**src/rtl/simon_pkg.sv**
```systemverilog
// simon_pkg: constants shared by the Simon front end (FSM encoding, default debounce length).
package simon_pkg;
    localparam int DEBOUNCE_DEFAULT = 100000;
    localparam logic [2:0] ST_ARM        = 3'd0;
    localparam logic [2:0] ST_IDLE       = 3'd1;
    localparam logic [2:0] ST_DB_PRESS   = 3'd2;
    localparam logic [2:0] ST_HELD       = 3'd3;
    localparam logic [2:0] ST_DB_RELEASE = 3'd4;
endpackage

```
**src/rtl/sync2.sv**
```systemverilog
// sync2: parameterized-width two-flop synchronizer, cleared by reset.
module sync2 #(
    parameter int W = 1
) (
    input  logic         clk,
    input  logic         rst,
    input  logic [W-1:0] i_d,
    output logic [W-1:0] o_q
);
    logic [W-1:0] r_s1;
    logic [W-1:0] r_s2;
    always_ff @(posedge clk) begin
        r_s1 <= rst ? '0 : i_d;
        r_s2 <= rst ? '0 : r_s1;
    end
    assign o_q = r_s2;
endmodule

```
**src/rtl/simon_input_conditioner.sv**
```systemverilog
// simon_input_conditioner: debounces the step button into a one-cycle pulse and
// captures the synchronized pattern/level switches on that pulse.
module simon_input_conditioner
    import simon_pkg::*;
#(
    parameter int DEBOUNCE_CYCLES = DEBOUNCE_DEFAULT,
    parameter int CTR_W           = $clog2(DEBOUNCE_CYCLES)
) (
    input  logic       clk,
    input  logic       rst,
    input  logic       btn_raw,
    input  logic [3:0] sw_raw,
    input  logic       level_raw,
    output logic       step,
    output logic [3:0] pattern,
    output logic       level,
    output logic       busy
);
    logic             w_btn_s;
    logic [4:0]       w_sw_lvl_s;
    logic [2:0]       r_state;
    logic [2:0]       w_state_nx;
    logic [CTR_W-1:0] r_cnt;
    logic [CTR_W-1:0] w_cnt_nx;
    logic [CTR_W-1:0] w_cnt_inc;
    logic             w_term;
    logic             w_fire;
    logic             r_step;
    logic [3:0]       r_pattern;
    logic             r_level;

    sync2 #(.W(1)) u_sync_btn (.clk(clk), .rst(rst), .i_d(btn_raw), .o_q(w_btn_s));
    sync2 #(.W(5)) u_sync_sw  (.clk(clk), .rst(rst), .i_d({level_raw, sw_raw}), .o_q(w_sw_lvl_s));

    assign w_term    = r_cnt == CTR_W'(DEBOUNCE_CYCLES - 1);
    assign w_cnt_inc = r_cnt + 1'b1;
    assign w_fire    = (r_state == ST_DB_PRESS) && w_btn_s && w_term;

    // Every terminal count or level change clears cnt, so it never wraps.
    always_comb begin
        w_state_nx = r_state;
        w_cnt_nx   = '0;
        case (r_state)
            ST_ARM: begin
                w_state_nx = (!w_btn_s && w_term) ? ST_IDLE : ST_ARM;
                w_cnt_nx   = (w_btn_s || w_term) ? '0 : w_cnt_inc;
            end
            ST_IDLE:       w_state_nx = w_btn_s ? ST_DB_PRESS : ST_IDLE;
            ST_DB_PRESS: begin
                w_state_nx = !w_btn_s ? ST_IDLE : (w_term ? ST_HELD : ST_DB_PRESS);
                w_cnt_nx   = (!w_btn_s || w_term) ? '0 : w_cnt_inc;
            end
            ST_HELD:       w_state_nx = w_btn_s ? ST_HELD : ST_DB_RELEASE;
            ST_DB_RELEASE: begin
                w_state_nx = w_btn_s ? ST_HELD : (w_term ? ST_IDLE : ST_DB_RELEASE);
                w_cnt_nx   = (w_btn_s || w_term) ? '0 : w_cnt_inc;
            end
            default:       w_state_nx = ST_ARM;
        endcase
    end

    always_ff @(posedge clk) begin
        if (rst) begin
            r_state   <= ST_ARM;
            r_cnt     <= '0;
            r_step    <= 1'b0;
            r_pattern <= 4'b0000;
            r_level   <= 1'b0;
        end else begin
            r_state   <= w_state_nx;
            r_cnt     <= w_cnt_nx;
            r_step    <= w_fire;
            r_pattern <= w_fire ? w_sw_lvl_s[3:0] : r_pattern;
            r_level   <= w_fire ? w_sw_lvl_s[4] : r_level;
        end
    end

    assign step    = r_step;
    assign pattern = r_pattern;
    assign level   = r_level;
    assign busy    = r_state != ST_IDLE;
endmodule

```
**config.mk**
```make
export PLATFORM = sky130hd
export DESIGN_NAME = simon_input_conditioner
export DESIGN_NICKNAME = d
export VERILOG_FILES = /design/src/rtl/simon_pkg.sv /design/src/rtl/sync2.sv /design/src/rtl/simon_input_conditioner.sv
export SDC_FILE = /design/constraint.sdc
export NUM_CORES = 1
export LEC_CHECK = 0
export BUFFER_PORTS_ARGS = -buffer_cell sky130_fd_sc_hd__buf_2
export CORE_MARGIN = 2
export CORE_UTILIZATION = 39
export CTS_CLUSTER_SIZE = 8
export DETAILED_ROUTE_END_ITERATION = 12
export SLEW_MARGIN = 25
export SYNTH_ARGS = -nofsm -noshare
export SYNTH_HDL_FRONTEND = slang
export SYNTH_SLANG_ARGS = --single-unit
```
**constraint.sdc**
```tcl
create_clock -name clk -period 2.1 [get_ports clk]
set_clock_uncertainty 0.15 [all_clocks]
set_input_delay 0.42 -clock clk [delete_from_list [all_inputs] [get_ports clk]]
set_output_delay 0.42 -clock clk [all_outputs]
set_load 0.1 [all_outputs]
```
-- After elaboration in Yosys (flattened, before gate mapping)
Index checks and enable logic that the tools add are counted.
- bits of input ports: 8
- register bits after elaboration: 38
- output and inout port bits: 7
- word-level logic and storage cells: 35
- reduce and logical (&&, ||, !) cells: 8
- eq/ne operators: 6
- add/sub/neg operators: 1
- multiplexer cells: 11
- operator list (operator ; count):
    $mux W17 ; 2
    $pmux W17 S2 ; 1
    $add A17 B1 Y17 const B ; 1
    $eq A17 B17 Y1 const B ; 1
    $pmux W3 S5 ; 1
    $mux W3 ; 3
    $eq A3 B2 Y1 const B ; 2
    $mux W2 ; 2
    $eq A3 B1 Y1 const B ; 1
    $eq A3 B3 Y1 const B ; 1
    $logic_and A1 B1 Y1 ; 3
    $logic_not A3 Y1 ; 1
    $ne A3 B1 Y1 const B ; 1
    $logic_or A1 B1 Y1 ; 2
    $mux W1 ; 2
    $reduce_or A2 Y1 ; 1
    $logic_not A1 Y1 ; 1

-- Depth between registers and ports, before layout
Gate-level depths: netlist (run 1).
- depth after elaboration: 4
- gate-level depth with buffers: 9
- mapped depth without buffers: 5

-- Hierarchy
A second synthesis (run 1) with hierarchy kept.
- cell total of the unflattened synthesis: 158
- area total of the unflattened synthesis: 1492.7 µm²
- modules (own cells, without submodules) (module ; cells an instance ; sequential area each (µm²) ; times used ; area an instance (µm²)):
    simon_input_conditioner ; 134 ; 520.5 ; 1 ; 1177.4
    sync2 at u_sync_sw ; 20 ; 200.2 ; 1 ; 262.8
    sync2 at u_sync_btn ; 4 ; 40.0 ; 1 ; 52.6

-- Worst setup path before layout (run 1)
OpenSTA, ideal clock, no wires.
- kind: reg-to-reg
- start: register r_cnt[0]
- end: register r_cnt[13]
- buffers on the path: 4
- data required time: 1.886 ns
- data arrival time: 1.731 ns
- period minus slack after synthesis: 1.945 ns
- path slack: 0.155 ns
- stages on the path, launching flop included: 10
- library setup time: 0.064 ns
- cells stage by stage: dfxtp_1 ha_1 and4_4 buf_6 and4_1 buf_6 a2111o_1 buf_6 buf_8 nor2_1
- word-level cells in the longest chain between the ends: 4
- elaborated cells between the ends (all ways): 7
- classes of those cells: add/sub: 1; eq/ne: 1; mux: 3; reduce/logical: 2
- ends and longest elaborated chain (element ; RTL line ; source):
    from (decl) ; simon_input_conditioner.sv:23 ; logic [CTR_W-1:0] r_cnt;
    from (signal assigned) ; simon_input_conditioner.sv:71 ; r_cnt <= w_cnt_nx;
    parallel branches: the longest is 3 deep, another holds $add A17 B1 Y17 ; - ;
    $pmux W17 S2 (*) ; simon_input_conditioner.sv:43 ; case (r_state)
Mark *: on every way between the ends.
A chain may end at the register's enable or synchronous reset.

-- Final worst setup path (run 1)
- start: register r_state[1]
- end: output port busy
- word-level cells in the longest chain between the ends: 1
- ends and longest elaborated chain (element ; RTL line ; source):
    from (decl) ; simon_input_conditioner.sv:21 ; logic [2:0] r_state;
    from (signal assigned) ; simon_input_conditioner.sv:70 ; r_state <= w_state_nx;
    $ne A3 B1 Y1 ; simon_input_conditioner.sv:81 ; assign busy = r_state != ST_IDLE;
    to (decl) ; simon_input_conditioner.sv:17 ; output logic busy
No other way between the ends.

==> impl_metrics.tcl, run 1 <==
set metrics [dict create \
    p_int_w 0.00123 \
    post_cts_buffers 0 \
    drive_gt1_share_pct 17.1 \
    clkSinkCount 38 \
    synth_seq_cells 38 \
    coreArea_um2 3690 \
    start_kind "flip-flop" \
    fin_nets 183 \
    cts.reportedPaths.clkPinSlew_ps 80 \
    syn_avg_cell_area_um2 9.58 \
    hold_path_class "primary input to flip-flop" \
    netlist_instances 158 \
    overflow 0 \
    cts_hold_buf 0 \
    drv_slew 0 \
    worst_pin_slew_ps 547 \
    die_height_um 66.3 \
    diodes 0 \
    synth_area_leaders "dfxtp_1, nor2b_1, nand3_1" \
    timing.final.crit_share_pct 97.1 \
    path_cells "or3b_2 -> buf_2" \
    ios 15 \
    grt_pass1_vias 1086 \
    syn_nets 167 \
    slowest_stage "or3b_2" \
    worstPathMaxFanout 12 \
    multi_input_area_um2 678 \
    cts_resized 0 \
    grt_start_max_net_pins 23 \
    insertion_delay_ps 290 \
    antenna_found_initial 0 \
    netlist_area_um2 1510 \
    fillCellCount 367 \
    cp-end-kind "primary output" \
    area.growth.synth_to_final_pct 15.0 \
    cap_violations 0 \
    avgRoutedWirePerCell_um 11.8 \
    status "finished clean" \
    die_x_um 66.3 \
    p_comb_share_pct 3.6 \
    finalHoldViolCount 0 \
    max_stage_delay_ps 480 \
    period_minus_slack_ps 2040 \
    p_sw_w 0.000300 \
    path_delay_family "simple AND/OR/NAND/NOR gates" \
    htree_levels 2 \
    std_cell_rows 22 \
    firstDrtPassIters 4 \
    clk_path_buf_depth 2 \
    powerDensity_nw_per_um2 882 \
    yosys.area.top_type "dfxtp_1" \
    yosysTopAreaCellShare_pct 50.2 \
    finalWirelength_um 2640 \
    vdd_ir_drop_max_mv 0.430 \
    drcViolationCount 0 \
    synth_cell_type_count 32 \
    grt_pass1_wl_um 4550 \
    grt_use_total_pct 13.9 \
    crit_type "flip-flop to primary output" \
    clkPwrFrac_pct 47.8 \
    cts-root-buf "clkbuf_8" \
    cts_tree "built" \
    timing.critical_path.buf_inv 1 \
    slew_headroom_pct 63.6 \
    fin_ws_ps 59.9 \
    rsz0062_at_grt "no" \
    vias 1138 \
    gp_congestion 0.730 \
    drtAntennaViolNets 0 \
    port_buffers 14 \
    die_area_um2 4400 \
    regArea_um2 761 \
    initial_utilization_pct 41.0 \
    hpwl_um 1840 \
    numCtsBuffers 5 \
    cp.required_ps 1530 \
    setup_viol 0 \
    dp_slack_ps 182 \
    post_drt_via_cell_ratio 5.10 \
    ys_warn_count 0 \
    r2r_setup_slack_ps 170 \
    timing.setup.tns_ps 0 \
    drt_iter0_drc 61 \
    leakage_nw 0.645 \
    arrival_ps 1470 \
    yosysSeqAreaShare_pct 50.2 \
    clock.fmax_mhz 490 \
    pwr-share-seq_pct 48.5 \
    switching_share_pct 19.6 \
]
==> cells by family after synthesis <==
logic type,share of synthesized area (%)
AO/OA/AOI/OAI,6.78
AND/OR/NAND/NOR,29.1
adder cells (fa/ha/maj),0.826
buffers and inverters,4.96
flip-flops,50.2
XOR/XNOR,8.10
==> final timing paths <==
| kind | startpoint | endpoint | depth (start not counted) |
|---|---|---|---|
| setup / recovery | r_state[1] | busy | 2 |
| hold / removal | sw_raw[2] | u_sync_sw.r_s1[2] | 2 |
| setup reg to reg | r_cnt[0] | r_cnt[15] | 5 |
| hold reg to reg | u_sync_sw.r_s1[2] | u_sync_sw.o_q[2] | 1 |
==> sequential cells by signal, indices dropped and copies added, names as in the netlist <==
name and count:
pattern 4, u_sync_sw.o_q 5, r_state 3, level 1, u_sync_btn.r_s1 1, step 1, u_sync_btn.o_q 1, u_sync_sw.r_s1 5
r_cnt 17
==> cell type report <==
type	instances	area share, %
multi-input cells	109	39.0
inverters	3	0.647
repair buffers	17	5.32
clock inverters	3	3.95
well taps	48	3.45
clock buffers	5	3.95
flip-flops and latches	38	43.7
==> cells in the mapped netlist (all sizes together) <==
cell type	count
and3b	2
or3b	2
and4	4
nand4	4
nand3b	1
ha	1
o41ai	1
nor2b	13
nor3	6
clkbuf	4
nor4	1
xor2	7
nand3	13
o21ai	6
inv	3
a21oi	6
a211oi	1
nor4b	4
or2	1
dfxtp	38
o311ai	1
a31oi	1
nor2	18
xnor2	7
and3	2
a2111o	1
and4b	1
nand2	5
buf	4
==> routing by layer <==
metal | vias up | share of wire, % | wire, um | global-route usage (%)
li1 | 579 | - | - | -
met3 | 5 | 4.2 | 111 | 4.09
met4 | 0 | 2.5 | 65 | 9.18
met1 | 534 | 45 | 1190 | 14.9
met2 | 20 | 48 | 1270 | 23.6
met5 | - | 0 | 0 | 0
==> layout by cell type, fill, tap and decap left out, types with 2 or more instances in the layout <==
cell type	netlist	layout
a21oi_1	6	6
and3_1	2	2
and3b_1	2	2
and4_1	3	3
buf_2	0	14
buf_4	0	3
bufinv_16	0	2
clkbuf_8	0	5
dfxtp_1	38	38
inv_1	3	3
nand2_1	5	5
nand3_1	13	13
nand4_1	4	4
nor2_1	17	17
nor2b_1	13	13
nor3_1	6	6
nor4b_1	4	4
o21ai_0	6	6
or3b_2	2	2
xnor2_1	7	7
xor2_1	7	7
==> through the flow <==
stage / instance area, um2 / util, % / hold slack [ps] / std cells / total power [W]
2_1_floorplan: 1510 / - / 264 / 158 / 0.000809
3_3_place_gp: 1600 / 43.5 / 268 / 215 / 0.000814
3_5_place_dp: 1600 / 43.5 / 279 / 215 / 0.000818
4_1_cts: 1740 / 47.2 / 179 / 223 / 0.00155
5_1_grt: 1740 / 47.2 / 187 / 223 / 0.00159
6_report: 1740 / 47.2 / 186 / 223 / 0.00153
==> power groups by stage <==
stage | Sequential (W) | Clock (W) | Combinational, W
after floorplan | 0.000758 | 0 | 0.0000504
after global placement | 0.000761 | 0 | 0.0000539
after detailed placement | 0.000761 | 0 | 0.0000566
after CTS | 0.000744 | 0.000752 | 0.0000570
after global routing | 0.000746 | 0.000783 | 0.0000629
final | 0.000744 | 0.000734 | 0.0000560
(Power assumes the default switching activity.)
==> inputs of run 2 (changes only) <==
Clock period 2.1 ns to 1.8 ns, I/O delays scaled along.
==> impl_metrics.tcl, run 2 (synthesized netlist as in run 1, its figures left out) <==
set metrics [dict create \
    post_drt_via_cell_ratio 4.97 \
    p_int_w 0.00145 \
    antenna_found_initial 0 \
    clkSinkCount 38 \
    crit_type "flip-flop to primary output" \
    hold_slack_ps 121 \
    cts_tree "built" \
    max_stage_delay_ps 410 \
    grt_start_max_net_pins 22 \
    start_kind "flip-flop" \
    status "finished clean" \
    firstDrtPassIters 4 \
    port_buffers 14 \
    largest_reg_flops 17 \
    arrival_ps 1250 \
    slowest_stage "or3b_4" \
    std_cell_rows 22 \
    initial_utilization_pct 41.0 \
    switching_share_pct 19.8 \
    clock.fmax_mhz 568 \
    finalWirelength_um 2710 \
    fin_nets 190 \
    slew_headroom_pct 67.8 \
    finalHoldViolCount 0 \
    drcViolationCount 0 \
    cp.required_ps 1290 \
    drive_gt1_share_pct 23.6 \
    clkPwrFrac_pct 47.5 \
    p_sw_w 0.000359 \
    fillCellCount 351 \
    grt_pass1_vias 1007 \
    htree_levels 2 \
    final_common_cell "dfxtp_1" \
    period_minus_slack_ps 1760 \
    r2r_start "r_cnt[0]" \
    powerDensity_nw_per_um2 980 \
    path_delay_family "simple AND/OR/NAND/NOR gates" \
    setup_viol 0 \
    timing.setup.tns_ps 0 \
    worst_pin_slew_ps 486 \
    numCtsBuffers 5 \
    drtAntennaViolNets 0 \
    final_cell_mix "dfxtp_1, nor2_1, nor2b_1, nand3_1, buf_2" \
    ff2ff_path_depth 6 \
    timing.final.crit_share_pct 97.9 \
    regMostFlops "r_cnt" \
    vdd_ir_drop_max_mv 0.531 \
    timing.critical_path.buf_inv 1 \
    drv_slew 0 \
    vias 1143 \
    cp-endpoint "busy" \
    startpoint "r_state[1]" \
    leakage_nw 0.696 \
    grt_pass1_wl_um 4610 \
    die_x_um 66.3 \
    ios 15 \
    gp_congestion 0.845 \
    area.growth.synth_to_final_pct 22.2 \
    hpwl_um 1870 \
    path_cells "or3b_4 -> buf_12" \
    r2r_setup_slack_ps 50 \
    die_area_um2 4400 \
    coreArea_um2 3690 \
    clk_path_buf_depth 2 \
    diodes 0 \
    worstPathMaxFanout 9 \
    drt_iter0_drc 38 \
    cp-end-kind "primary output" \
    hold_path_class "primary input to flip-flop" \
    utilization_pct 50.2 \
    p_comb_share_pct 4.6 \
    grt_use_total_pct 14.3 \
    cap_violations 0 \
    cp.depth 2 \
    insertion_delay_ps 290 \
    reg2reg_to "r_cnt[15]" \
    die_height_um 66.3 \
    cts-root-buf "clkbuf_8" \
    pwr-share-seq_pct 47.9 \
    overflow 0 \
    cts.reportedPaths.clkPinSlew_ps 80 \
    avgRoutedWirePerCell_um 11.8 \
]
run 2: cell types whose count changed in the layout (fill, tap and decap cells not counted), moves of 2 or more:
cell	delta
dfxtp_1	-3
dfxtp_2	+2
buf_4	+6
buf_12	+2
run 2: timing repair:
item | CTS | global route
gates cloned | 0 | 0
hold endpoints to repair | 0 | 0
resized for setup | 7 | 2
setup endpoints to repair | 1 | 21
pin swaps | 0 | 1
setup buffers | 0 | 3
hold buffers | 0 | 0
run 2: power by group through the flow:
stage               clock network, W  logic [W]  registers, W
floorplan                          0  0.0000604      0.000888
global placement                   0  0.0000755      0.000890
detailed placement                 0  0.0000780      0.000891
CTS                         0.000881  0.0000833      0.000870
global route                0.000917  0.0000924      0.000871
finish                      0.000861  0.0000826      0.000869
run 2: layout make-up:
| type | count | area [um2] | area share, % |
|---|---|---|---|
| clock inverter | 3 | 68.8 | 3.72 |
| inverter | 3 | 11.3 | 0.609 |
| clock buffer | 5 | 68.8 | 3.72 |
| multi-input combinational | 109 | 702 | 37.9 |
| timing repair buffer | 24 | 173 | 9.33 |
| sequential | 38 | 767 | 41.4 |
| tap | 48 | 60.1 | 3.25 |
run 2: through the flow:
| step | setup slack (ps) | instances | cell area [um2] | total power, W |
|---|---|---|---|---|
| after detailed placement | 88.6 | 219 | 1660 | 0.000969 |
| after global routing | -8.14 | 230 | 1850 | 0.00188 |
| final | 38.1 | 230 | 1850 | 0.00181 |
| after floorplan | -78.6 | 158 | 1530 | 0.000948 |
| after CTS | 21.4 | 227 | 1820 | 0.00183 |
| after global placement | 99.0 | 219 | 1660 | 0.000965 |
run 2: how the worst min path moves through the flow:
stage	start	end	slack, ps	cells after the start
detailed placement	u_sync_sw.r_s1[2]	u_sync_sw.o_q[2]	270	1
finish	btn_raw	u_sync_btn.r_s1	120	2
CTS	btn_raw	u_sync_btn.r_s1	120	2
global route	sw_raw[2]	u_sync_sw.r_s1[2]	120	2
floorplan	u_sync_btn.r_s1	u_sync_btn.o_q	260	1
global placement	u_sync_sw.r_s1[4]	u_sync_sw.o_q[4]	270	1
run 2: metal layers:
layer / track usage, % / up-vias / part of all wire [%]
met3: 5.62 / 6 / 3.6
li1: - / 593 / -
met4: 6.89 / 0 / 2.0
met2: 22.3 / 12 / 47
met1: 17.1 / 532 / 47
met5: 0 / - / 0
==> inputs of run 3 (changes only) <==
Clock period 1.8 ns to 1.5 ns, I/O delays scaled along.
==> impl_metrics.tcl, run 3 (synthesized netlist as in run 1, its figures left out) <==
set metrics [dict create \
    status "finished, violations left" \
    violations "negative setup slack" \
    vias 1271 \
    ios 15 \
    ff2ff_path_depth 6 \
    largest_reg_flops 17 \
    final_common_cell "dfxtp_1" \
    gp_congestion 0.825 \
    cp-end-kind "primary output" \
    powerDensity_nw_per_um2 1020 \
    cts_tree "built" \
    timing.final.crit_share_pct 112 \
    cp.required_ps 1050 \
    cts-root-buf "clkbuf_8" \
    port_buffers 14 \
    fin_ws_ps -178 \
    area.growth.synth_to_final_pct 41.0 \
    drive_gt1_share_pct 36.6 \
    leakage_nw 0.834 \
    arrival_ps 1230 \
    firstDrtPassIters 4 \
    utilization_pct 57.9 \
    post_drt_via_cell_ratio 5.02 \
    overflow 0 \
    period_minus_slack_ps 1680 \
    diodes 0 \
    start_kind "flip-flop" \
    numCtsBuffers 5 \
    vdd_ir_drop_max_mv 0.685 \
    r2r_setup_slack_ps -170 \
    die_height_um 66.3 \
    cts_hold_buf 0 \
    hold_slack_ps 65.8 \
    grt_start_max_net_pins 22 \
    clock.fmax_mhz 596 \
    avgRoutedWirePerCell_um 12.6 \
    r2r_start "r_cnt[0]" \
    fillCellCount 323 \
    drt_iter0_drc 61 \
    cts.reportedPaths.clkPinSlew_ps 70 \
    fin_nets 213 \
    drtAntennaViolNets 0 \
    reg2reg_to "r_cnt[15]" \
    insertion_delay_ps 290 \
    drcViolationCount 0 \
    clk_path_buf_depth 2 \
    slew_headroom_pct 67.8 \
    hold_path_class "primary input to flip-flop" \
    antenna_found_initial 0 \
    coreArea_um2 3690 \
    final_cell_mix "dfxtp_1, buf_4, nor2_1" \
    crit_type "flip-flop to primary output" \
    worstPathMaxFanout 6 \
    drv_slew 0 \
    die_area_um2 4400 \
    die_x_um 66.3 \
    grt_pass1_wl_um 5230 \
    hpwl_um 2300 \
    finalHoldViolCount 0 \
    clkSinkCount 38 \
    startpoint "r_state[1]" \
    cap_violations 0 \
    finalWirelength_um 3190 \
    htree_levels 2 \
    timing.setup.tns_ps -3040 \
    setup_viol 25 \
    grt_pass1_vias 1233 \
    worst_pin_slew_ps 486 \
    cp-endpoint "busy" \
    initial_utilization_pct 41.0 \
    regMostFlops "r_cnt" \
    std_cell_rows 22 \
    rsz0062_at_grt "yes" \
    grt_use_total_pct 15.9 \
]
run 3: how the worst min path moves through the flow:
stage	to	depth (start not counted)	from
2_1_floorplan	u_sync_sw.o_q[3]	1	rst
3_3_place_gp	u_sync_sw.o_q[3]	1	u_sync_sw.r_s1[3]
3_5_place_dp	u_sync_btn.o_q	1	u_sync_btn.r_s1
4_1_cts	u_sync_sw.r_s1[2]	2	sw_raw[2]
5_1_grt	u_sync_sw.r_s1[3]	2	sw_raw[3]
6_report	u_sync_sw.r_s1[2]	2	sw_raw[2]
run 3: stage by stage:
| step | std cells | area [um2] | power (W) | worst slack [ps] |
|---|---|---|---|---|
| floorplan | 158 | 1530 | 0.00114 | -378 |
| global placement | 243 | 1920 | 0.00117 | -177 |
| detailed placement | 243 | 1920 | 0.00117 | -195 |
| CTS | 251 | 2100 | 0.00220 | -196 |
| global route | 253 | 2130 | 0.00226 | -222 |
| finish | 253 | 2130 | 0.00217 | -178 |
run 3: layout make-up:
class	instances	area, um2	share of cell area [%]
inverter	3	11.3	0.528
clock buffer	5	68.8	3.22
clock inverter	3	68.8	3.22
multi-input combinational	109	731	34.2
timing repair buffer	47	424	19.9
sequential	38	771	36.1
tap	48	60.1	2.81
run 3: metal layers:
layer,track usage (%),vias to the layer above,routed length [um]
met3,4.77,7,173
met4,7.14,0,55
li1,-,638,-
met5,0,-,0
met1,17.5,593,1310
met2,27.8,33,1650
run 3: worst max-delay path, stage by stage (launching register included):
cell     delay [ps]
dfxtp_4         370
or3b_4          390
buf_12          180
run 3: where the power goes:
part	switching, W	internal [W]
clock network	0.000356	0.000666
registers	0.0000112	0.00103
logic	0.0000567	0.0000537
total	0.000424	0.00175
run 3: what timing repair did:
action                     4_1_cts  5_1_grt
pin swaps                        2        2
gates resized for setup         14        7
setup buffers                    0        2
setup endpoints to repair       26       26
